<file path="src/rtl/bitty_uart_host_if.sv">
// UART host interface for the bitty core: RX bytes -> little-endian words -> FWFT FIFO, core response words -> TX frames.
// Optional even parity on both directions when BITTY_UART_PARITY_EN is defined (default build is 8N1).
module bitty_uart_host_if #(
  parameter int CLK_DIV    = 434,
  parameter int WORD_BYTES = 2,
  parameter int FIFO_DEPTH = 4
) (
  input  logic                    clk,
  input  logic                    rst_n,
  input  logic                    ena,
  input  logic                    rx_i,
  output logic                    tx_o,
  output logic [8*WORD_BYTES-1:0] word_o,
  output logic                    word_valid_o,
  input  logic                    word_ready_i,
  input  logic [8*WORD_BYTES-1:0] resp_i,
  input  logic                    resp_valid_i,
  output logic                    resp_ready_o,
  output logic                    frame_err_o,
  output logic                    overflow_o
);

  localparam int W    = 8 * WORD_BYTES;
  localparam int HALF = CLK_DIV / 2;
  localparam int CW   = $clog2(CLK_DIV);
  localparam int BCW  = (WORD_BYTES > 1) ? $clog2(WORD_BYTES) : 1;
  localparam int AW   = $clog2(FIFO_DEPTH);

  typedef enum logic [2:0] {
    RX_IDLE, RX_START, RX_DATA,
`ifdef BITTY_UART_PARITY_EN
    RX_PAR,
`endif
    RX_STOP
  } rx_state_t;

  typedef enum logic [2:0] {
    TX_IDLE, TX_START, TX_DATA,
`ifdef BITTY_UART_PARITY_EN
    TX_PAR,
`endif
    TX_STOP
  } tx_state_t;

  // ---------------- RX synchroniser ----------------
  logic rx_meta, rx_sync, rx_prev, rx_fall;

  // NOTE: synchroniser flops reset to the idle-high line level so reset release never looks like a start edge.
  always_ff @(posedge clk or negedge rst_n) begin
    if (!rst_n) begin
      rx_meta <= 1'b1;
      rx_sync <= 1'b1;
      rx_prev <= 1'b1;
    end else begin
      rx_meta <= rx_i;
      rx_sync <= rx_meta;
      rx_prev <= rx_sync;
    end
  end

  assign rx_fall = rx_prev & ~rx_sync;

  // ---------------- RX FSM ----------------
  rx_state_t       rx_state, rx_next;
  logic [CW-1:0]   rx_cnt;
  logic [2:0]      rx_bit;
  logic [7:0]      rx_shift;
  logic            rx_mid, rx_end, byte_ok, byte_bad;
`ifdef BITTY_UART_PARITY_EN
  logic            par_bad;
`endif

  assign rx_mid = (rx_cnt == CW'(HALF));
  assign rx_end = (rx_cnt == CW'(CLK_DIV - 1));

  always_ff @(posedge clk or negedge rst_n) begin
    if (!rst_n) rx_state <= RX_IDLE;
    else        rx_state <= rx_next;
  end

  // NOTE: every always_comb output gets a default first so no path can infer a latch.
  always_comb begin
    rx_next  = rx_state;
    byte_ok  = 1'b0;
    byte_bad = 1'b0;
    case (rx_state)
      RX_IDLE:  if (rx_fall) rx_next = RX_START;
      RX_START: begin
        if (rx_mid && rx_sync) rx_next = RX_IDLE;
        else if (rx_end)       rx_next = RX_DATA;
      end
`ifdef BITTY_UART_PARITY_EN
      RX_DATA:  if (rx_end && rx_bit == 3'd7) rx_next = RX_PAR;
      RX_PAR:   if (rx_end) rx_next = RX_STOP;
      RX_STOP: begin
        if (rx_mid) begin
          rx_next  = RX_IDLE;
          byte_ok  = rx_sync & ~par_bad;
          byte_bad = ~rx_sync | par_bad;
        end
      end
`else
      RX_DATA:  if (rx_end && rx_bit == 3'd7) rx_next = RX_STOP;
      RX_STOP: begin
        if (rx_mid) begin
          rx_next  = RX_IDLE;
          byte_ok  = rx_sync;
          byte_bad = ~rx_sync;
        end
      end
`endif
      default:  rx_next = RX_IDLE;
    endcase
    if (!ena) begin
      rx_next  = RX_IDLE;
      byte_ok  = 1'b0;
      byte_bad = 1'b0;
    end
  end

  // The start-bit counter begins at 1 because the falling edge itself is bit position 0.
  always_ff @(posedge clk or negedge rst_n) begin
    if (!rst_n) begin
      rx_cnt   <= CW'(1);
      rx_bit   <= 3'd0;
      rx_shift <= 8'h00;
`ifdef BITTY_UART_PARITY_EN
      par_bad  <= 1'b0;
`endif
    end else if (rx_state == RX_IDLE) begin
      rx_cnt <= CW'(1);
      rx_bit <= 3'd0;
    end else begin
      rx_cnt <= rx_end ? '0 : rx_cnt + CW'(1);
      if (rx_state == RX_DATA && rx_mid) rx_shift <= {rx_sync, rx_shift[7:1]};
      if (rx_state == RX_DATA && rx_end) rx_bit <= rx_bit + 3'd1;
`ifdef BITTY_UART_PARITY_EN
      if (rx_state == RX_PAR && rx_mid) par_bad <= ^{rx_shift, rx_sync};
`endif
    end
  end

  // ---------------- word assembly ----------------
  logic [BCW-1:0] byte_cnt;
  logic [W-1:0]   word_buf;
  logic           push_pending;

  always_ff @(posedge clk or negedge rst_n) begin
    if (!rst_n) begin
      byte_cnt     <= '0;
      word_buf     <= '0;
      push_pending <= 1'b0;
      frame_err_o  <= 1'b0;
    end else begin
      push_pending <= 1'b0;
      if (byte_bad) frame_err_o <= 1'b1;
      if (!ena || byte_bad) begin
        byte_cnt <= '0;
      end else if (byte_ok) begin
        word_buf[8*byte_cnt +: 8] <= rx_shift;
        if (byte_cnt == BCW'(WORD_BYTES - 1)) begin
          byte_cnt     <= '0;
          push_pending <= 1'b1;
        end else begin
          byte_cnt <= byte_cnt + BCW'(1);
        end
      end
    end
  end

  // ---------------- RX word FIFO (first-word-fall-through) ----------------
  logic [W-1:0]  mem [FIFO_DEPTH];
  logic [AW-1:0] wr_ptr, rd_ptr;
  logic [AW:0]   count;
  logic          full, pop, push_ok;

  assign full    = (count == (AW + 1)'(FIFO_DEPTH));
  assign pop     = word_valid_o & word_ready_i;
  assign push_ok = push_pending & (~full | pop);

  // NOTE: storage is deliberately not reset; word_o is masked to zero while the FIFO is empty instead.
  always_ff @(posedge clk) begin
    if (push_ok) mem[wr_ptr] <= word_buf;
  end

  always_ff @(posedge clk or negedge rst_n) begin
    if (!rst_n) begin
      wr_ptr     <= '0;
      rd_ptr     <= '0;
      count      <= '0;
      overflow_o <= 1'b0;
    end else begin
      if (push_pending && full && !pop) overflow_o <= 1'b1;
      if (push_ok) wr_ptr <= wr_ptr + AW'(1);
      if (pop)     rd_ptr <= rd_ptr + AW'(1);
      case ({push_ok, pop})
        2'b10:   count <= count + (AW + 1)'(1);
        2'b01:   count <= count - (AW + 1)'(1);
        default: count <= count;
      endcase
    end
  end

  assign word_valid_o = (count != '0);
  assign word_o       = word_valid_o ? mem[rd_ptr] : '0;

  // ---------------- TX FSM ----------------
  tx_state_t      tx_state, tx_next;
  logic [CW-1:0]  tx_cnt;
  logic [2:0]     tx_bit;
  logic [BCW-1:0] tx_byte;
  logic [W-1:0]   tx_word;
  logic [7:0]     cur_byte;
  logic           tx_end, tx_take;

  assign tx_end       = (tx_cnt == CW'(CLK_DIV - 1));
  assign resp_ready_o = ena & (tx_state == TX_IDLE);
  assign tx_take      = resp_valid_i & resp_ready_o;
  assign cur_byte     = tx_word[8*tx_byte +: 8];

  always_ff @(posedge clk or negedge rst_n) begin
    if (!rst_n) tx_state <= TX_IDLE;
    else        tx_state <= tx_next;
  end

  always_comb begin
    tx_next = tx_state;
    tx_o    = 1'b1;
    case (tx_state)
      TX_IDLE:  if (tx_take) tx_next = TX_START;
      TX_START: begin
        tx_o = 1'b0;
        if (tx_end) tx_next = TX_DATA;
      end
      TX_DATA: begin
        tx_o = cur_byte[tx_bit];
`ifdef BITTY_UART_PARITY_EN
        if (tx_end && tx_bit == 3'd7) tx_next = TX_PAR;
      end
      TX_PAR: begin
        tx_o = ^cur_byte;
        if (tx_end) tx_next = TX_STOP;
`else
        if (tx_end && tx_bit == 3'd7) tx_next = TX_STOP;
`endif
      end
      TX_STOP: begin
        if (tx_end) tx_next = (tx_byte == BCW'(WORD_BYTES - 1)) ? TX_IDLE : TX_START;
      end
      default:  tx_next = TX_IDLE;
    endcase
    if (!ena) begin
      tx_next = TX_IDLE;
      tx_o    = 1'b1;
    end
  end

  always_ff @(posedge clk or negedge rst_n) begin
    if (!rst_n) begin
      tx_cnt  <= '0;
      tx_bit  <= 3'd0;
      tx_byte <= '0;
      tx_word <= '0;
    end else if (tx_state == TX_IDLE) begin
      tx_cnt  <= '0;
      tx_bit  <= 3'd0;
      tx_byte <= '0;
      if (tx_take) tx_word <= resp_i;
    end else begin
      tx_cnt <= tx_end ? '0 : tx_cnt + CW'(1);
      if (tx_state == TX_DATA && tx_end) tx_bit  <= tx_bit + 3'd1;
      if (tx_state == TX_STOP && tx_end) tx_byte <= tx_byte + BCW'(1);
    end
  end

endmodule

</file>
<file path="config.mk">
export PLATFORM = sky130hd
export DESIGN_NAME = bitty_uart_host_if
export DESIGN_NICKNAME = d
export VERILOG_FILES = /design/src/rtl/bitty_uart_host_if.sv
export SDC_FILE = /design/constraint.sdc
export NUM_CORES = 1
export LEC_CHECK = 0
export BUFFER_PORTS_ARGS = -buffer_cell sky130_fd_sc_hd__buf_2
export CORE_MARGIN = 4
export CORE_UTILIZATION = 34
export CTS_BUF_LIST = sky130_fd_sc_hd__clkbuf_8
export DETAILED_ROUTE_END_ITERATION = 12
export SLEW_MARGIN = 20
export SYNTH_ARGS = -nofsm -noshare
export SYNTH_HDL_FRONTEND = slang
export SYNTH_SLANG_ARGS = --single-unit
export TNS_END_PERCENT = 10
</file>
<file path="constraint.sdc">
create_clock -name clk -period 2 [get_ports clk]
set_input_delay 0.1 -clock clk [delete_from_list [all_inputs] [get_ports clk]]
set_output_delay 0.1 -clock clk [all_outputs]
set_load 0.01 [all_outputs]
</file>
==> out/results.ini, run 1 <==
[power]
vdd_drop_max_mv=0.568
p_leak_nw=3.36
power_frac_seq=0.500
p_clk_frac=0.308
internal-power_mw=5.10
total_power_mw=7.14
power.switching_mw=2.05
pwr_density_cell_mw_per_mm2=929
swShare=0.286
combPwrFrac=0.193

[synth]
ys.flop_type=dfrtp_1
yosys-top-cells-area=dfrtp_1 (31%), edfxtp_1 (30%), mux2_2 (7.6%)
synth_top_family_by_area=multiplexers
synth_top_area_cell=dfrtp_1
synthAdderAreaFrac=0.0347
synth-xor-area-share=0.0263
synthCells=425
ys_types=53
ys.warnings.count=0
synth_nets=464
avgSynthCellArea_um2=14.9
synth-simple-area-share=0.101
synth_compound_area_frac=0.0391
synth_edf_count=64
syn_area_mm2=0.00634
ys_seq_area_frac=0.632
synth_mux_area_frac=0.150
ys_ff_latch=147
netlist.area_leader.share=0.312
ys_async_sr_fraction=0.565

[floorplan]
num_rows=49
fp.dieH_um=145
io_pins=43
coreArea_mm2=0.0181
design.die.area_mm2=0.0209
start_util=0.349
chipWidth_um=145

[route]
postRouteAntennaNets=0
drt-initial-drc-count=261
wl_per_cell_um=15.4
drc=0
first_pass_iters=5
wl_um=11600
num_vias=3631
vias_per_cell=4.83

[timing]
fmax_mhz=459
fin_crit_ns=2.18
hold_viol_final=0
clock-skew-final_ns=0.0115
tns_ns=-0.180
slew_headroom=0.584
finalSetupViolCount=1
rsz0062_at_grt=true
drv_slew=0
worst_slew_pin_slew_ns=0.619
fin_crit_sh=1.09
setup_ws_ns=-0.180

[setup_path]
path_cells=mux4_2, o22ai_2, or4b_4, o2111ai_2, buf_2
path_delay_family=simple AND/OR/NAND/NOR gates
required_ns=1.90
setup.worst_path.start_class=flip-flop
critical_path_peak_fanout=3
reg2reg_from=rx_cnt[0]$_DFF_PN1_
slowest_delay_ns=0.52
worstSetupEndpointType=output port
cp.arrival_ns=2.08
cp_slowest_cell=or4b_4
timing.critical_path.buf_inv=1
critPathLaunch=tx_byte$_DFFE_PN0P_
path_class=flip-flop to output port

[job]
drv_cap=0

[layout]
final_nets=549
diodes=0
drive_gt1_frac=0.352
filler_cell_count=1641
stdcell_count=752
area_delta_synth_final_pct=21.4
fin_util=0.424
layout_common_cells=dfrtp_1 (77), edfxtp_1 (64), mux2_2 (36)
mostFrequentLayoutCell=dfrtp_1

[clock_tree]
clockRootBuffer=clkbuf_8
cts.sinks=147
cts_max_path_buffers=2
clkSlewWorstSetupHoldPaths_ns=0.08
cts.htree.levels=4
cts_made_buffers=17
cts_tree=done
insertion_delay_ns=0.44

[global_routing]
grt_pass1_wl_um=19300
grt_pass1_vias=3812
grt_max_degree=48
grt_remaining_overflow=0
grtUsageTotal=0.119
antenna_found_initial=0

[placement]
gp_congestion=0.781
dp_cells=698
io_buffers=42
dpl_worst_slack_ns=0.0339
dp_hpwl_um=7780

[run_status]
status=finished with violations
violations=setup timing

[hold_path]
hp-start=resp_valid_i
holdCritPathClass=primary input to flip-flop

-- kinds of logic after synthesis --
logic type	Yosys count
flip-flops	147
XOR/XNOR	19
multiplexers	68
adder cells (fa/ha/maj)	17
AND/OR/NAND/NOR	110
AO/OA/AOI/OAI	37
buffers and inverters	27
-- cell type report --
cell class | count | area [um2] | share of cell area
Multi-Input combinational cell | 251 | 2320 | 0.302
Inverter | 13 | 48.8 | 0.00634
Tap cell | 229 | 287 | 0.0372
Clock inverter | 14 | 129 | 0.0168
Timing Repair Buffer | 80 | 654 | 0.0851
Clock buffer | 18 | 248 | 0.0322
Sequential cell | 147 | 4010 | 0.521
-- path summary, 6_finish.rpt --
kind | end | slack [ns] | cells past startpoint
max in group asynchronous | tx_bit[2]$_DFFE_PN0P_ | 1.13 | 3
max | tx_o | -0.18 | 5
min | tx_state[1]$_DFFE_PN0P_ | 0.08 | 4
min in group asynchronous | tx_word[13]$_DFFE_PN0P_ | 0.21 | 2
max reg2reg | word_buf[15]$_DFFE_PN0P_ | 0.10 | 6
min reg2reg | rx_sync$_DFF_PN1_ | 0.36 | 0
-- flip-flops by register name, summed over array words and instances (netlist names), 2 cells and up --
name	count
mem	64
tx_word	16
word_buf	16
rx_cnt	9
tx_cnt	9
rx_shift	8
count	3
rx_bit	3
tx_bit	3
rd_ptr	2
rx_state	2
tx_state	2
wr_ptr	2
-- power groups by stage --
stage                     Sequential [mW]  Combinational (mW)  Clock [mW]
final                                3.57                1.38        2.20
after global routing                 3.60                1.54        2.42
after detailed placement             3.63                1.34           0
after global placement               3.61                1.29           0
after floorplan                      3.57               0.974           0
after CTS                            3.57                1.38        2.28
-- metal layers --
layer / vias up / wire (um) / GRT usage
met5: - / 0 / 0
met4: 0 / 84 / 0.0295
met3: 8 / 447 / 0.0360
met2: 66 / 5800 / 0.199
met1: 1826 / 5290 / 0.153
li1: 1731 / - / -
-- stage by stage --
| step | hold WS, ns | area (um2) |
|---|---|---|
| after floorplan | -0.196 | 6340 |
| after global placement | 0.161 | 6950 |
| after detailed placement | 0.166 | 6950 |
| after CTS | 0.0571 | 7540 |
| after global routing | 0.0809 | 7690 |
| final | 0.0829 | 7690 |
-- synth_stat cells (2+ instances only) --
| master | number |
|---|---|
| nor3_1 | 3 |
| nand3_1 | 9 |
| o21a_1 | 2 |
| nor3_4 | 2 |
| a31oi_1 | 3 |
| nand2b_1 | 3 |
| buf_2 | 6 |
| xnor2_1 | 8 |
| inv_1 | 13 |
| dfstp_2 | 4 |
| and4_1 | 3 |
| and2_1 | 22 |
| o31ai_1 | 2 |
| mux2_2 | 43 |
| a21oi_1 | 7 |
| mux2i_1 | 7 |
| a22o_1 | 5 |
| o22ai_1 | 2 |
| nand4b_1 | 2 |
| mux4_2 | 17 |
| and3_1 | 2 |
| dfrtp_1 | 79 |
| nand4_1 | 4 |
| edfxtp_1 | 64 |
| nor2b_1 | 6 |
| or3_1 | 4 |
| ha_1 | 16 |
| nor2_1 | 26 |
| xor2_1 | 11 |
| clkbuf_1 | 8 |
| nand2_1 | 15 |
| o21ai_0 | 6 |
-- tightest hold or removal path, stage by stage --
cell	delay (ns)
buf_2	0.11
inv_1	0.05
a21oi_1	0.10
mux2i_1	0.12
-- what timing repair did --
| item | CTS | global route |
|---|---|---|
| buffers inserted | 1 | 1 |
| endpoints found under the hold margin | 64 | 0 |
| pin swaps | 0 | 7 |
| resized for setup | 3 | 38 |
| hold buffers | 20 | 0 |
| endpoints found under the setup margin | 1 | 97 |
Note: power is estimated with default switching activity, not from simulation.
==> inputs of run 2 (changes only) <==
--- a/config.mk
+++ b/config.mk
@@ -7,9 +7,11 @@
 export LEC_CHECK = 0
 export BUFFER_PORTS_ARGS = -buffer_cell sky130_fd_sc_hd__buf_2
 export CORE_MARGIN = 4
-export CORE_UTILIZATION = 34
+export CORE_UTILIZATION = 56
 export CTS_BUF_LIST = sky130_fd_sc_hd__clkbuf_8
+export CTS_CLUSTER_SIZE = 12
 export DETAILED_ROUTE_END_ITERATION = 12
+export PLACE_DENSITY = 0.78
 export SLEW_MARGIN = 20
 export SYNTH_ARGS = -nofsm -noshare
 export SYNTH_HDL_FRONTEND = slang
==> out/results.ini, run 2 (synthesized netlist as in run 1, its figures left out) <==
[run_status]
status=finished with violations
violations=setup timing

[layout]
top_regs=mem x64, tx_word x16, word_buf x16
largest_reg_flops=64
regMostFlops=mem
drive_gt1_frac=0.337
diodes=0
area_delta_synth_final_pct=19.2
final_nets=543
layout_common_cells=dfrtp_1 (76), edfxtp_1 (64), mux2_2 (36)
mostFrequentLayoutCell=dfrtp_1

[clock_tree]
clkSlewWorstSetupHoldPaths_ns=0.08
cts.htree.levels=4
clockRootBuffer=clkbuf_8
cts_max_path_buffers=2
cts_made_buffers=17
insertion_delay_ns=0.43
cts.sinks=147
cts_tree=done

[placement]
gp_congestion=0.763
io_buffers=42
dpl_worst_slack_ns=-0.0543
dp_hpwl_um=7300

[route]
postRouteAntennaNets=0
vias_per_cell=5.54
wl_um=11400
drc=0
dr_wl_met2_um=5870
first_pass_iters=4
met1_length_um=5000
met3_length_um=384
drt-initial-drc-count=237
highest_layer=met4
num_vias=3640
wl_per_cell_um=17.3

[power]
power.switching_mw=1.94
internal-power_mw=5.45
combPwrFrac=0.185
pwr_density_cell_mw_per_mm2=980
total_power_mw=7.40
p_leak_nw=3.33
p_clk_frac=0.333
vdd_drop_max_mv=0.670
power_frac_seq=0.482
swShare=0.263

[setup_path]
required_ns=1.90
path_class=flip-flop to output port
critical_path_peak_fanout=3
path_delay_family=simple AND/OR/NAND/NOR gates
path_cells=mux4_2, o22ai_1, or4b_1, o2111ai_1, buf_2
timing.critical_path.buf_inv=1
setup.worst_path.start_class=flip-flop
cp.arrival_ns=2.05
cp_slowest_cell=or4b_1
slowest_delay_ns=0.51
worstSetupEndpointType=output port

[floorplan]
fp.dieH_um=114
design.die.area_mm2=0.0131
start_util=0.580
coreArea_mm2=0.0109
chipWidth_um=114
num_rows=38
io_pins=43

[timing]
fmax_mhz=466
clock-skew-final_ns=0.0104
hold_viol_final=0
slew_headroom=0.486
drv_slew=0
finalSetupViolCount=9
fin_crit_sh=1.07
rsz0062_at_grt=true
setup_ws_ns=-0.147
whs_ns=0.0162
worst_slew_pin_slew_ns=0.771
fin_crit_ns=2.15

[global_routing]
grt_pass1_vias=3849
grtUsageTotal=0.186
grt_pass1_wl_um=18800
antenna_found_initial=0
grt_remaining_overflow=0
grt_max_degree=47

[hold_path]
holdCritPathClass=primary input to flip-flop

[job]
drv_cap=0

[run 2: through the flow]
stage	setup TNS (ns)	area (um2)	std cells	utilization
after floorplan	0	6340	425	-
after global placement	0	6770	604	0.619
after detailed placement	-0.644	6770	604	0.619
after CTS	-1.12	7400	656	0.677
after global routing	-1.16	7550	657	0.691
final	-0.329	7550	657	0.691
[run 2: what timing repair did]
item | in CTS | in global routing
pin swaps | 1 | 4
setup endpoints to repair | 17 | 77
cloned | 0 | 0
hold buffers | 19 | 0
buffers inserted | 1 | 1
gates resized for setup | 3 | 34
hold endpoints to repair | 63 | 0
[run 2: final cells by class]
type / instances / area [um2]
sequential: 147 / 4010
fill: 744 / 3380
multi-input combinational: 251 / 2300
timing repair buffer: 74 / 588
clock buffer: 19 / 262
tap: 140 / 175
clock inverter: 13 / 169
inverter: 13 / 48.8
[run 2: per-layer routing]
layer,track usage,vias up
li1,-,1718
met1,0.234,1838
met2,0.314,69
met3,0.0523,15
met4,0.0594,0
met5,0,-
[run 2: path summary, 6_finish.rpt]
kind / startpoint / to / slack [ns] / cells past startpoint
setup / recovery: tx_byte$_DFFE_PN0P_ / tx_o / -0.15 / 5
max in group asynchronous: rst_n / rx_meta$_DFF_PN1_ / 1.12 / 3
setup reg to reg: rx_cnt[0]$_DFF_PN1_ / word_buf[5]$_DFFE_PN0P_ / -0.03 / 5
min in group asynchronous: rst_n / tx_word[4]$_DFFE_PN0P_ / 0.21 / 2
hold / removal: ena / rx_state[1]$_DFFE_PN0P_ / 0.02 / 3
hold reg to reg: rx_meta$_DFF_PN1_ / rx_sync$_DFF_PN1_ / 0.36 / 0
[run 2: worst reg2reg max path: cells and delay by family, from the launching register on]
family                     cells  cell delay [ns]
adders and majority gates      1             0.12
and+or+nand+nor                3             0.85
muxes                          1             0.39
DFF                            1             0.56
[run 2: power by group through the flow]
| stage | sequential (mW) | clock, mW | combinational (mW) |
|---|---|---|---|
| 5_1_grt | 3.60 | 2.63 | 1.52 |
| 2_1_floorplan | 3.57 | 0 | 0.974 |
| 3_5_place_dp | 3.63 | 0 | 1.32 |
| 3_3_place_gp | 3.61 | 0 | 1.26 |
| 6_report | 3.57 | 2.46 | 1.37 |
| 4_1_cts | 3.56 | 2.49 | 1.36 |
